===== config.mk =====
export PLATFORM = sky130hd
export DESIGN_NAME = ysyx_24100005_ifu
export DESIGN_NICKNAME = d
export VERILOG_FILES = /design/src/rtl/ysyx_24100005_pkg.sv /design/src/rtl/ysyx_24100005_Reg.sv /design/src/rtl/ysyx_24100005_ifu.sv
export SDC_FILE = /design/constraint.sdc
export NUM_CORES = 1
export LEC_CHECK = 0
export CAP_MARGIN = 20
export CORE_UTILIZATION = 30
export DETAILED_ROUTE_END_ITERATION = 7
export GPL_TIMING_DRIVEN = 0
export MAX_ROUTING_LAYER = met4
export PLACE_DENSITY = 0.56
export REMOVE_ABC_BUFFERS = 1
export SYNTH_ARGS = -nofsm -noshare
export SYNTH_HDL_FRONTEND = slang
export SYNTH_SLANG_ARGS = --single-unit

===== constraint.sdc =====
create_clock -name clk -period 6.1 [get_ports clk]
set_input_delay 0.915 -clock clk [delete_from_list [all_inputs] [get_ports clk]]
set_output_delay 0.915 -clock clk [all_outputs]
set_load 0.03 [all_outputs]

===== src/rtl/ysyx_24100005_pkg.sv =====
// Shared definitions for the ysyx_24100005 instruction fetch unit.
package ysyx_24100005_pkg;

    // Fetch FSM encoding
    typedef enum logic [1:0] {
        REQ   = 2'd0,
        WAIT  = 2'd1,
        HOLD  = 2'd2,
        FAULT = 2'd3
    } ifu_state_t;

    // Fault cause codes reported on fault_cause
    localparam logic [1:0] FC_NONE     = 2'b00;
    localparam logic [1:0] FC_MISALIGN = 2'b01;
    localparam logic [1:0] FC_BUSERR   = 2'b10;
    localparam logic [1:0] FC_TIMEOUT  = 2'b11;

    localparam logic [31:0] DEFAULT_RESET_PC = 32'h8000_0000;

endpackage


===== src/rtl/ysyx_24100005_Reg.sv =====
// Generic register with write enable and asynchronous active-low reset.
module ysyx_24100005_Reg #(
    parameter int unsigned       WIDTH     = 1,
    parameter logic [WIDTH-1:0] RESET_VAL = '0
) (
    input  logic             clk,
    input  logic             rst,
    input  logic [WIDTH-1:0] din,
    output logic [WIDTH-1:0] dout,
    input  logic             wen
);

    // Load din when enabled, return to RESET_VAL on reset
    always_ff @(posedge clk or negedge rst) begin
        if (!rst) begin
            dout <= RESET_VAL;
        end else if (wen) begin
            dout <= din;
        end
    end

endmodule


===== src/rtl/ysyx_24100005_ifu.sv =====
// Instruction fetch unit: one outstanding request, holds the fetched word until
// the core commits it, then follows the core's dnpc. Misaligned targets, bus
// errors and response timeouts park the unit in a sticky fault state.
module ysyx_24100005_ifu
    import ysyx_24100005_pkg::*;
#(
    parameter logic [31:0] RESET_PC = DEFAULT_RESET_PC,
    parameter int unsigned TIMEOUT  = 255,
    parameter int unsigned CNT_W    = 16
) (
    input  logic        clk,
    input  logic        rst,
    output logic        imem_req_valid,
    output logic [31:0] imem_req_addr,
    input  logic        imem_req_ready,
    input  logic        imem_resp_valid,
    input  logic [31:0] imem_resp_data,
    input  logic        imem_resp_err,
    output logic        inst_valid,
    output logic [31:0] inst,
    output logic [31:0] inst_pc,
    input  logic        inst_ready,
    input  logic [31:0] dnpc,
    output logic        fault,
    output logic [1:0]  fault_cause,
    output logic [31:0] fault_pc
);

    localparam logic [CNT_W-1:0] TIMEOUT_CNT = CNT_W'(TIMEOUT);
    localparam logic [CNT_W-1:0] CNT_ONE     = CNT_W'(1);

    ifu_state_t       state_q, state_d;
    logic [CNT_W-1:0] cnt_q, cnt_d;
    logic [31:0]      inst_q, inst_d;
    logic [31:0]      inst_pc_q, inst_pc_d;
    logic [1:0]       cause_q, cause_d;
    logic [31:0]      fpc_q, fpc_d;
    logic [31:0]      pc;
    logic             commit;

    // The core only commits while we present a valid instruction
    assign commit = (state_q == HOLD) && inst_ready;

    ysyx_24100005_Reg #(
        .WIDTH    (32),
        .RESET_VAL(RESET_PC)
    ) u_pc_reg (
        .clk (clk),
        .rst (rst),
        .din (dnpc),
        .dout(pc),
        .wen (commit)
    );

    // State, wait counter and output latches
    always_ff @(posedge clk or negedge rst) begin
        if (!rst) begin
            state_q   <= REQ;
            cnt_q     <= '0;
            inst_q    <= 32'h0;
            inst_pc_q <= RESET_PC;
            cause_q   <= FC_NONE;
            fpc_q     <= 32'h0;
        end else begin
            state_q   <= state_d;
            cnt_q     <= cnt_d;
            inst_q    <= inst_d;
            inst_pc_q <= inst_pc_d;
            cause_q   <= cause_d;
            fpc_q     <= fpc_d;
        end
    end

    // Next-state logic; fault cause/pc are only written on the way into FAULT
    always_comb begin
        state_d   = state_q;
        cnt_d     = cnt_q;
        inst_d    = inst_q;
        inst_pc_d = inst_pc_q;
        cause_d   = cause_q;
        fpc_d     = fpc_q;
        unique case (state_q)
            REQ: begin
                if (imem_req_ready) begin
                    state_d = WAIT;
                    cnt_d   = '0;
                end
            end
            WAIT: begin
                if (imem_resp_valid) begin
                    if (imem_resp_err) begin
                        state_d = FAULT;
                        cause_d = FC_BUSERR;
                        fpc_d   = pc;
                    end else begin
                        state_d   = HOLD;
                        inst_d    = imem_resp_data;
                        inst_pc_d = pc;
                    end
                end else begin
                    cnt_d = cnt_q + CNT_ONE;
                    // Give up once TIMEOUT silent cycles have elapsed
                    if (cnt_d == TIMEOUT_CNT) begin
                        state_d = FAULT;
                        cause_d = FC_TIMEOUT;
                        fpc_d   = pc;
                    end
                end
            end
            HOLD: begin
                if (inst_ready) begin
                    if (dnpc[1:0] != 2'b00) begin
                        state_d = FAULT;
                        cause_d = FC_MISALIGN;
                        fpc_d   = dnpc;
                    end else begin
                        state_d = REQ;
                    end
                end
            end
            FAULT: begin
                state_d = FAULT;
            end
            default: begin
                state_d = FAULT;
            end
        endcase
    end

    assign imem_req_valid = (state_q == REQ);
    assign imem_req_addr  = pc;
    assign inst_valid     = (state_q == HOLD);
    assign inst           = inst_q;
    assign inst_pc        = inst_pc_q;
    assign fault          = (state_q == FAULT);
    assign fault_cause    = cause_q;
    assign fault_pc       = fpc_q;

endmodule

Word-level counts from Yosys, hierarchy flattened
Cells that the tools add are included.
Operators by class
  add/sub/neg operators: 1
  equal/unequal tests: 10
  multiplexer cells: 21
  bitwise gates (word level): 1
  reduce and logical (&&, ||, !) cells: 9
Operator list (number)
  $mux 32: 5
  $pmux 32 s2: 1
  $mux 16: 2
  $pmux 16 s2: 1
  $mux 2: 9
  $add 16x1->16 const B: 1
  $eq 16x8->1 const B: 1
  $reduce_and 3->1: 3
  $pmux 2 s4: 1
  $ne 2x1->1 const B: 3
  $ne 3x3->1 const B: 2
  $reduce_bool 2->1: 3
  $reduce_and 5->1: 1
  $eq 2x2->1 const B: 2
  $pmux 2 s2: 1
  $eq 2x1->1 const B: 1
  $logic_not 2->1: 1
  $ne 2x2->1 const B: 1
  $logic_and 1x1->1: 1
  $mux 1: 1
  $not 1->1: 1
Word-level totals
  bits in registers: 148

Logic depth before layout (Yosys ltp)
Gate-level depths: netlist of the first run.
  word-level depth: 5
  depth in mapped cells: 10
  depth with buffers taken out: 7

By module
Synthesis of the first run repeated with hierarchy kept, for this count alone.
Second synthesis, totals
  cells, all modules: 536
  area, all modules: 7066.8 um2
By module, submodules not included
  ysyx_24100005_ifu: instances 1, cells each 468, area an instance 5720.5 um2
  ysyx_24100005_Reg: instances 1, cells each 68, area an instance 1346.3 um2

Worst setup path after synthesis of the first run
OpenSTA, ideal clock, no wires.
  path kind: input to register
  start: input dnpc[1]
  end: register fpc_q[23], in the netlist fault_pc[23]
  arrival: 2.371 ns
  required time: 6.020 ns
  path slack: 3.649 ns
  cell stages on the path: 7
  cells stage by stage: o211ai_1 > or2_2 > o21ai_1 > buf_2 > clkbuf_1 > o221ai_2 > nor3_2
Between the ends
  longest elaborated chain between the ends: 3
RTL lines
  start, declared: line ysyx_24100005_ifu.sv:23  | input logic [31:0] dnpc,
  $reduce_bool 2->1: line ysyx_24100005_ifu.sv:112  | if (dnpc[1:0] != 2'b00) begin
  $ne 2x1->1 (no line)
  $reduce_and 5->1 (no line)
  end signal, assigned: line ysyx_24100005_ifu.sv:70  | fpc_q <= fpc_d;
  end, declared: line ysyx_24100005_ifu.sv:37  | logic [31:0] fpc_q, fpc_d;
Every way passes these cells.
A chain may end at the register's enable or synchronous reset.

Worst setup path after layout of the first run
  start: register state_q[1]
  end: output inst_valid
Between the ends
  longest elaborated chain between the ends: 1
RTL lines
  start, declared: line ysyx_24100005_ifu.sv:32  | ifu_state_t state_q, state_d;
  start signal, assigned: line ysyx_24100005_ifu.sv:65  | state_q <= state_d;
  $eq 2x2->1: line ysyx_24100005_ifu.sv:132  | assign inst_valid = (state_q == HOLD);
  end, declared: line ysyx_24100005_ifu.sv:19  | output logic inst_valid,
Every way passes these cells.

==> flow_summary.json, run 1 <==
{
  "status": "finished with violations",
  "violations": "DRC",
  "crit_chain": "inv_1 -> nor2_4 -> clkdlybuf4s50_1",
  "yosys.area.top_type": "dfrtp_1",
  "postPlaceCellArea_sq_mm": 0.0106,
  "cts-hold-fix-buffers": 0,
  "maxSlewHeadroom_pct": 39.5,
  "p_leak_uw": 0.00426,
  "root_buffer": "clkbuf_16",
  "cts_resized": 0,
  "cts_tree": "built",
  "totalWireLength_mm": 23.2,
  "grt_pass1_wl_mm": 37.1,
  "grt_pass1_vias": 6319,
  "endpoint_kind": "output pin",
  "clock_path_buffers": 2,
  "holdCritPathClass": "in2async",
  "drtPass1Iterations": 8,
  "yosysSeqAreaShare_pct": 45.6,
  "rsz0062_at_grt": "no",
  "core_sq_mm": 0.0263,
  "htreeDepth": 4,
  "cts-buffers-inserted": 17,
  "drv_slew": 0,
  "dp.cells": 1185,
  "clk_latency_ps": 430,
  "cp.arrival_ps": 2450,
  "grt_usage_pct": 17.5,
  "tightest_slew_ps": 904,
  "async_reset_ff_share_pct": 100,
  "hold_viol_final": 0,
  "ys_types": 57,
  "synth_edf_count": 0,
  "synth.top_cell.area_share_pct": 45.0,
  "rows": 59,
  "via_count": 6335,
  "final_area_sq_mm": 0.0112,
  "post-dp-hpwl_mm": 15.3,
  "fin_worst_skew_ps": 15.6,
  "drive_above_1_share_pct": 29.3,
  "fin_tns_setup_ps": 0,
  "worstSetupStartpointType": "flip-flop",
  "critPathTopFamily": "buffers and inverters",
  "antenna_found_initial": 0,
  "maxCapViolations": 0,
  "ys_ff_latch": 148,
  "multi_input_area_sq_mm": 0.00409,
  "ir_drop_uv": 185,
  "crit_fanout": 17,
  "power_density_mw_per_mm2": 456,
  "critPathRequiredTime_ps": 5180,
  "synthTopCellsByArea": "dfrtp_1 (45%), mux2_2 (13%), o221ai_2 (5.5%)",
  "setup_violations": 0,
  "io_pins": 203,
  "cts.sinks": 148,
  "period_share_pct": 55.1,
  "ys_warn_count": 0,
  "worst_slack_ps": 2740,
  "synthToLayoutAreaGrowth_pct": 37.7,
  "die-area_sq_mm": 0.0277,
  "synth_ff_type": "dfrtp_1",
  "stdcell_count": 1217,
  "grt_max_degree": 83,
  "crit_type": "reg2out",
  "gp_congestion": 0.753,
  "wl_per_cell_um": 19.1,
  "dpl_worst_slack_ps": 2840,
  "drc": 8,
  "io_buffers": 202,
  "die_h_um": 167,
  "nFillCells": 2482,
  "initial_utilization_pct": 30.9,
  "fin_nets": 941,
  "slowest_stage": "clkdlybuf4s50_1",
  "floorplan.die.width_um": 167,
  "cp_slowest_stage_delay_ps": 810,
  "seq_area_sq_mm": 0.00371,
  "drt_iter0_markers": 429,
  "gr-total-overflow": 0,
  "syn-cell-area_sq_mm": 0.00812,
  "synth_area_per_cell_sq_um": 11.6,
  "p_total_uw": 5100,
  "ant_nets": 0,
  "syn_inst": 699,
  "post-cts-setup-buffers": 0,
  "diodes": 0,
  "max_freq_mhz": 297,
  "viasPerCell": 5.21,
  "clk_pin_slew_ps": 60,
  "fin_crit_ps": 3360,
  "cp_num_buf_inv": 2
}
==> synth_stat cells, types with 3 or more instances <==
library cell and number:
buf_6 5, or3_1 33, nor3_2 30, and3_1 6, inv_1 4, nand4_1 5, o21ai_0 24, nor2_1 15
mux2i_1 33, o31ai_1 4, buf_1 3, a21oi_1 44, nor4_2 32, clkbuf_1 30, buf_2 22, o221ai_2 30
mux2_2 97, nand3_1 36, nand2_1 47, nor3_1 3, dfrtp_1 146, buf_12 3
==> worst reg2reg max path, stage by stage (launching register included) <==
cell and delay, ps:
dfrtp_1 440, ha_1 380, nand3_2 180, nor4_2 510, and3_1 300, o22a_2 700
nand3_1 290, a211oi_2 250
==> stage by stage <==
stage / hold WS [ps] / util, %
finish: 440 / 42.5
global placement: 488 / 38.8
global route: 472 / 42.5
detailed placement: 494 / 40.3
floorplan: 492 / -
CTS: 461 / 42.5
==> sequential cells by signal (all words and copies together), names as in the netlist <==
name           count
u_pc_reg.dout     32
cnt_q             16
inst              32
inst_pc           32
fault_pc          32
fault_cause        2
state_q            2
==> cell families (layout without fill, tap and decap cells) <==
family	Yosys count	count (layout)	synth area share (%)
AO/OA/AOI/OAI	120	120	12.1
XOR/XNOR	3	3	0.324
adder cells (fa/ha/maj)	2	2	0.308
buffers and inverters	69	252	4.68
flip-flops	148	148	45.6
multiplexers	130	130	17.5
AND/OR/NAND/NOR	227	227	19.4
==> layout make-up <==
class	count	share of cell area [%]
Multi-Input combinational cell	482	36.6
Sequential cell	148	33.1
Timing Repair Buffer	216	21.1
Clock buffer	18	3.93
Tap cell	335	3.75
Clock inverter	14	1.43
Inverter	4	0.134
==> path summary, 6_finish.rpt <==
check | slack [ps] | from | to | cells after the start
worst max-delay path | 2740 | state_q[1] | inst_valid | 3
worst min-delay path | 440 | rst | state_q[1] | 1
min in group clk | 510 | inst_pc[30] | inst_pc[30] | 1
max in group asynchronous | 4820 | rst | inst_pc[31] | 2
worst max register to register | 2960 | cnt_q[0] | state_q[1] | 7
worst min register to register | 510 | inst_pc[30] | inst_pc[30] | 1
==> cell usage in the layout (no fill, tap or decap), types with 2 or more instances in the layout <==
cell,Yosys,final
or3_1,33,33
nor3_1,3,3
buf_16,0,7
and4_1,2,2
nand3_2,2,2
clkinv_4,0,2
nor4_2,32,32
a31oi_1,2,2
o21ai_0,24,24
nor3_2,30,30
a21o_1,2,2
inv_8,0,4
nor2_1,15,14
dfstp_2,2,2
o221ai_2,30,30
a21oi_1,44,44
ha_1,2,2
nand3_1,36,36
xnor2_1,2,2
and2_1,2,2
nor4_1,2,2
clkbuf_16,0,17
o31ai_1,4,4
nand4_1,5,5
clkdlybuf4s50_1,0,200
mux2_2,97,97
nand2_1,47,46
o221ai_1,2,2
buf_12,3,7
and3_1,6,5
inv_1,4,4
inv_6,0,5
dfrtp_1,146,146
nor2_4,0,2
or2_2,2,3
mux2i_1,33,33
==> layer usage <==
metal	routed length [um]	GRT usage [%]
met1	10700	23.1
met2	10900	26.5
met3	1520	4.90
met4	131	3.70
met5	0	-
==> report_power, final <==
group          internal [uW]  switching (uW)  total (uW)
Clock                    596             496        1090
Sequential              1340             309        1650
Combinational           1020            1340        2360
Note: power is estimated with default switching activity, not from simulation.
==> run 2: changes to the inputs <==
--- a/config.mk
+++ b/config.mk
@@ -10,7 +10,7 @@
 export DETAILED_ROUTE_END_ITERATION = 7
 export GPL_TIMING_DRIVEN = 0
 export MAX_ROUTING_LAYER = met4
-export PLACE_DENSITY = 0.56
+export PLACE_DENSITY = 0.58
 export REMOVE_ABC_BUFFERS = 1
 export SYNTH_ARGS = -nofsm -noshare
 export SYNTH_HDL_FRONTEND = slang
==> constraint.sdc (replaced) <==
create_clock -name clk -period 2.93 [get_ports clk]
set_input_delay 0.4395 -clock clk [delete_from_list [all_inputs] [get_ports clk]]
set_output_delay 0.4395 -clock clk [all_outputs]
set_load 0.03 [all_outputs]
==> run 2 against run 1 <==
The run still ends with DRC left. First-iteration DRC count down 13%. Critical path depth up 5. Largest cell class unchanged. Count of clock-buffer cells in the layout unchanged. Combinational power up 120%. Die area unchanged. Sequential cell count unchanged. Sequential share of layout area down 0.46 points. Sequential power up 110%.
==> flow_summary.json, run 2 (synthesis gave the netlist of run 1 again) <==
{
  "holdCritPathClass": "in2async",
  "cp.arrival_ps": 3030,
  "setup_violations": 0,
  "maxSlewHeadroom_pct": 39.6,
  "final_area_sq_mm": 0.0113,
  "rows": 59,
  "floorplan.die.width_um": 167,
  "wl_per_cell_um": 19.7,
  "drive_above_1_share_pct": 30.1,
  "core_sq_mm": 0.0263,
  "fin_worst_skew_ps": 12.8,
  "postPlaceCellArea_sq_mm": 0.0106,
  "root_buffer": "clkbuf_16",
  "clk_latency_ps": 420,
  "grt_max_degree": 105,
  "met3_usage_pct": 4.94,
  "violations": "DRC",
  "final_common_cell": "clkdlybuf4s50_1",
  "status": "finished with violations",
  "grt_pass1_wl_mm": 37.4,
  "hold_viol_final": 0,
  "endpoint_kind": "flip-flop",
  "max_freq_mhz": 365,
  "viasPerCell": 5.24,
  "die-area_sq_mm": 0.0277,
  "layout_common_cells": "clkdlybuf4s50_1 (200), dfrtp_1 (146), mux2_2 (97)",
  "critPathRequiredTime_ps": 3220,
  "cts.sinks": 148,
  "io_buffers": 202,
  "seq_area_sq_mm": 0.00371,
  "dp.cells": 1184,
  "post-dp-hpwl_mm": 15.5,
  "period_share_pct": 93.5,
  "drc": 8,
  "ant_nets": 0,
  "grt_use_met2_pct": 26.9,
  "gr-total-overflow": 0,
  "crit_fanout": 13,
  "drt_iter0_markers": 374,
  "diodes": 0,
  "antenna_found_initial": 0,
  "p_leak_uw": 0.00433,
  "drtPass1Iterations": 8,
  "grt_pass1_vias": 6408,
  "totalWireLength_mm": 24.2,
  "nFillCells": 2507,
  "stdcell_count": 1229,
  "tightest_slew_ps": 902,
  "drv_slew": 0,
  "via_count": 6435,
  "p_total_uw": 10800,
  "io_pins": 203,
  "synthToLayoutAreaGrowth_pct": 39.6,
  "cts_tree": "built",
  "fin_crit_ps": 2740,
  "timing.hold.ws_ps": 508,
  "clk_pin_slew_ps": 70,
  "clock_path_buffers": 2,
  "htreeDepth": 4,
  "die_h_um": 167,
  "grt_usage_pct": 17.6,
  "busiest_layer": "met2",
  "worstSetupStartpointType": "flip-flop",
  "cts-buffers-inserted": 17,
  "power_density_mw_per_mm2": 949,
  "initial_utilization_pct": 30.9,
  "multi_input_area_sq_mm": 0.00415,
  "maxCapViolations": 0,
  "ir_drop_uv": 428,
  "fin_nets": 953,
  "gp_congestion": 0.765,
  "crit_type": "reg2reg",
  "met1_usage_pct": 22.9
}
-- run 2: cell types whose count changed in the layout (fill, tap and decap cells not counted), moves of 2 or more --
cell,change
clkinvlp_4,+4
buf_4,+4
o22a_4,+2
buf_12,+5
inv_8,-2
-- run 2: worst paths after layout --
| kind | start | endpoint | slack, ps | cells past startpoint |
|---|---|---|---|---|
| setup / recovery | cnt_q[0] | fault_pc[0] | 190 | 8 |
| hold / removal | rst | fault_pc[24] | 510 | 2 |
| setup reg to reg | cnt_q[0] | fault_pc[0] | 190 | 8 |
| hold reg to reg | inst[23] | inst[23] | 510 | 1 |
| max in group asynchronous | rst | fault_pc[9] | 1520 | 3 |
| min in group clk | inst[23] | inst[23] | 510 | 1 |
-- run 2: layout make-up --
cell class / count / share of cell area, %
Inverter: 4 / 0.132
Clock inverter: 14 / 1.26
Sequential cell: 148 / 32.7
Tap cell: 335 / 3.70
Clock buffer: 18 / 3.78
Timing Repair Buffer: 225 / 21.8
Multi-Input combinational cell: 485 / 36.6
-- run 2: what timing repair did --
item                       CTS  global route
hold buffers                 1             0
gates cloned                 1             2
gates resized for setup      3             5
setup endpoints to repair   36            77
pin swaps                    6             1
hold endpoints to repair    44             0
setup buffers                4             5
-- run 2: power breakdown --
group | switching [uW] | internal (uW) | leakage (uW)
clock | 995 | 1200 | 0.000264
combinational | 2880 | 2260 | 0.00219
sequential | 641 | 2790 | 0.00188
total | 4520 | 6240 | 0.00433
-- run 2: critical path, stage by stage (launching register included) --
cell	delay (ps)
dfrtp_1	440
ha_1	370
nand3_2	190
or4_4	610
nor4_4	300
nor2_4	100
buf_12	180
nor4_1	300
nor3_1	100
-- run 2: metrics by stage --
step                      setup TNS, ps  setup WS, ps  util, %
final                                 0           190     43.1
after CTS                             0          35.0     42.7
after floorplan                 -154090         -2670        -
after global placement         -1280080         -5460     38.8
after detailed placement         -15640          -281     40.2
after global routing              -6.02         -6.02     43.1
-- run 2: metal layers --
layer | vias to the layer above | routed length, um
li1 | 2999 | -
met1 | 3189 | 11000
met2 | 223 | 11300
met3 | 24 | 1620
met4 | 0 | 278
met5 | - | 0
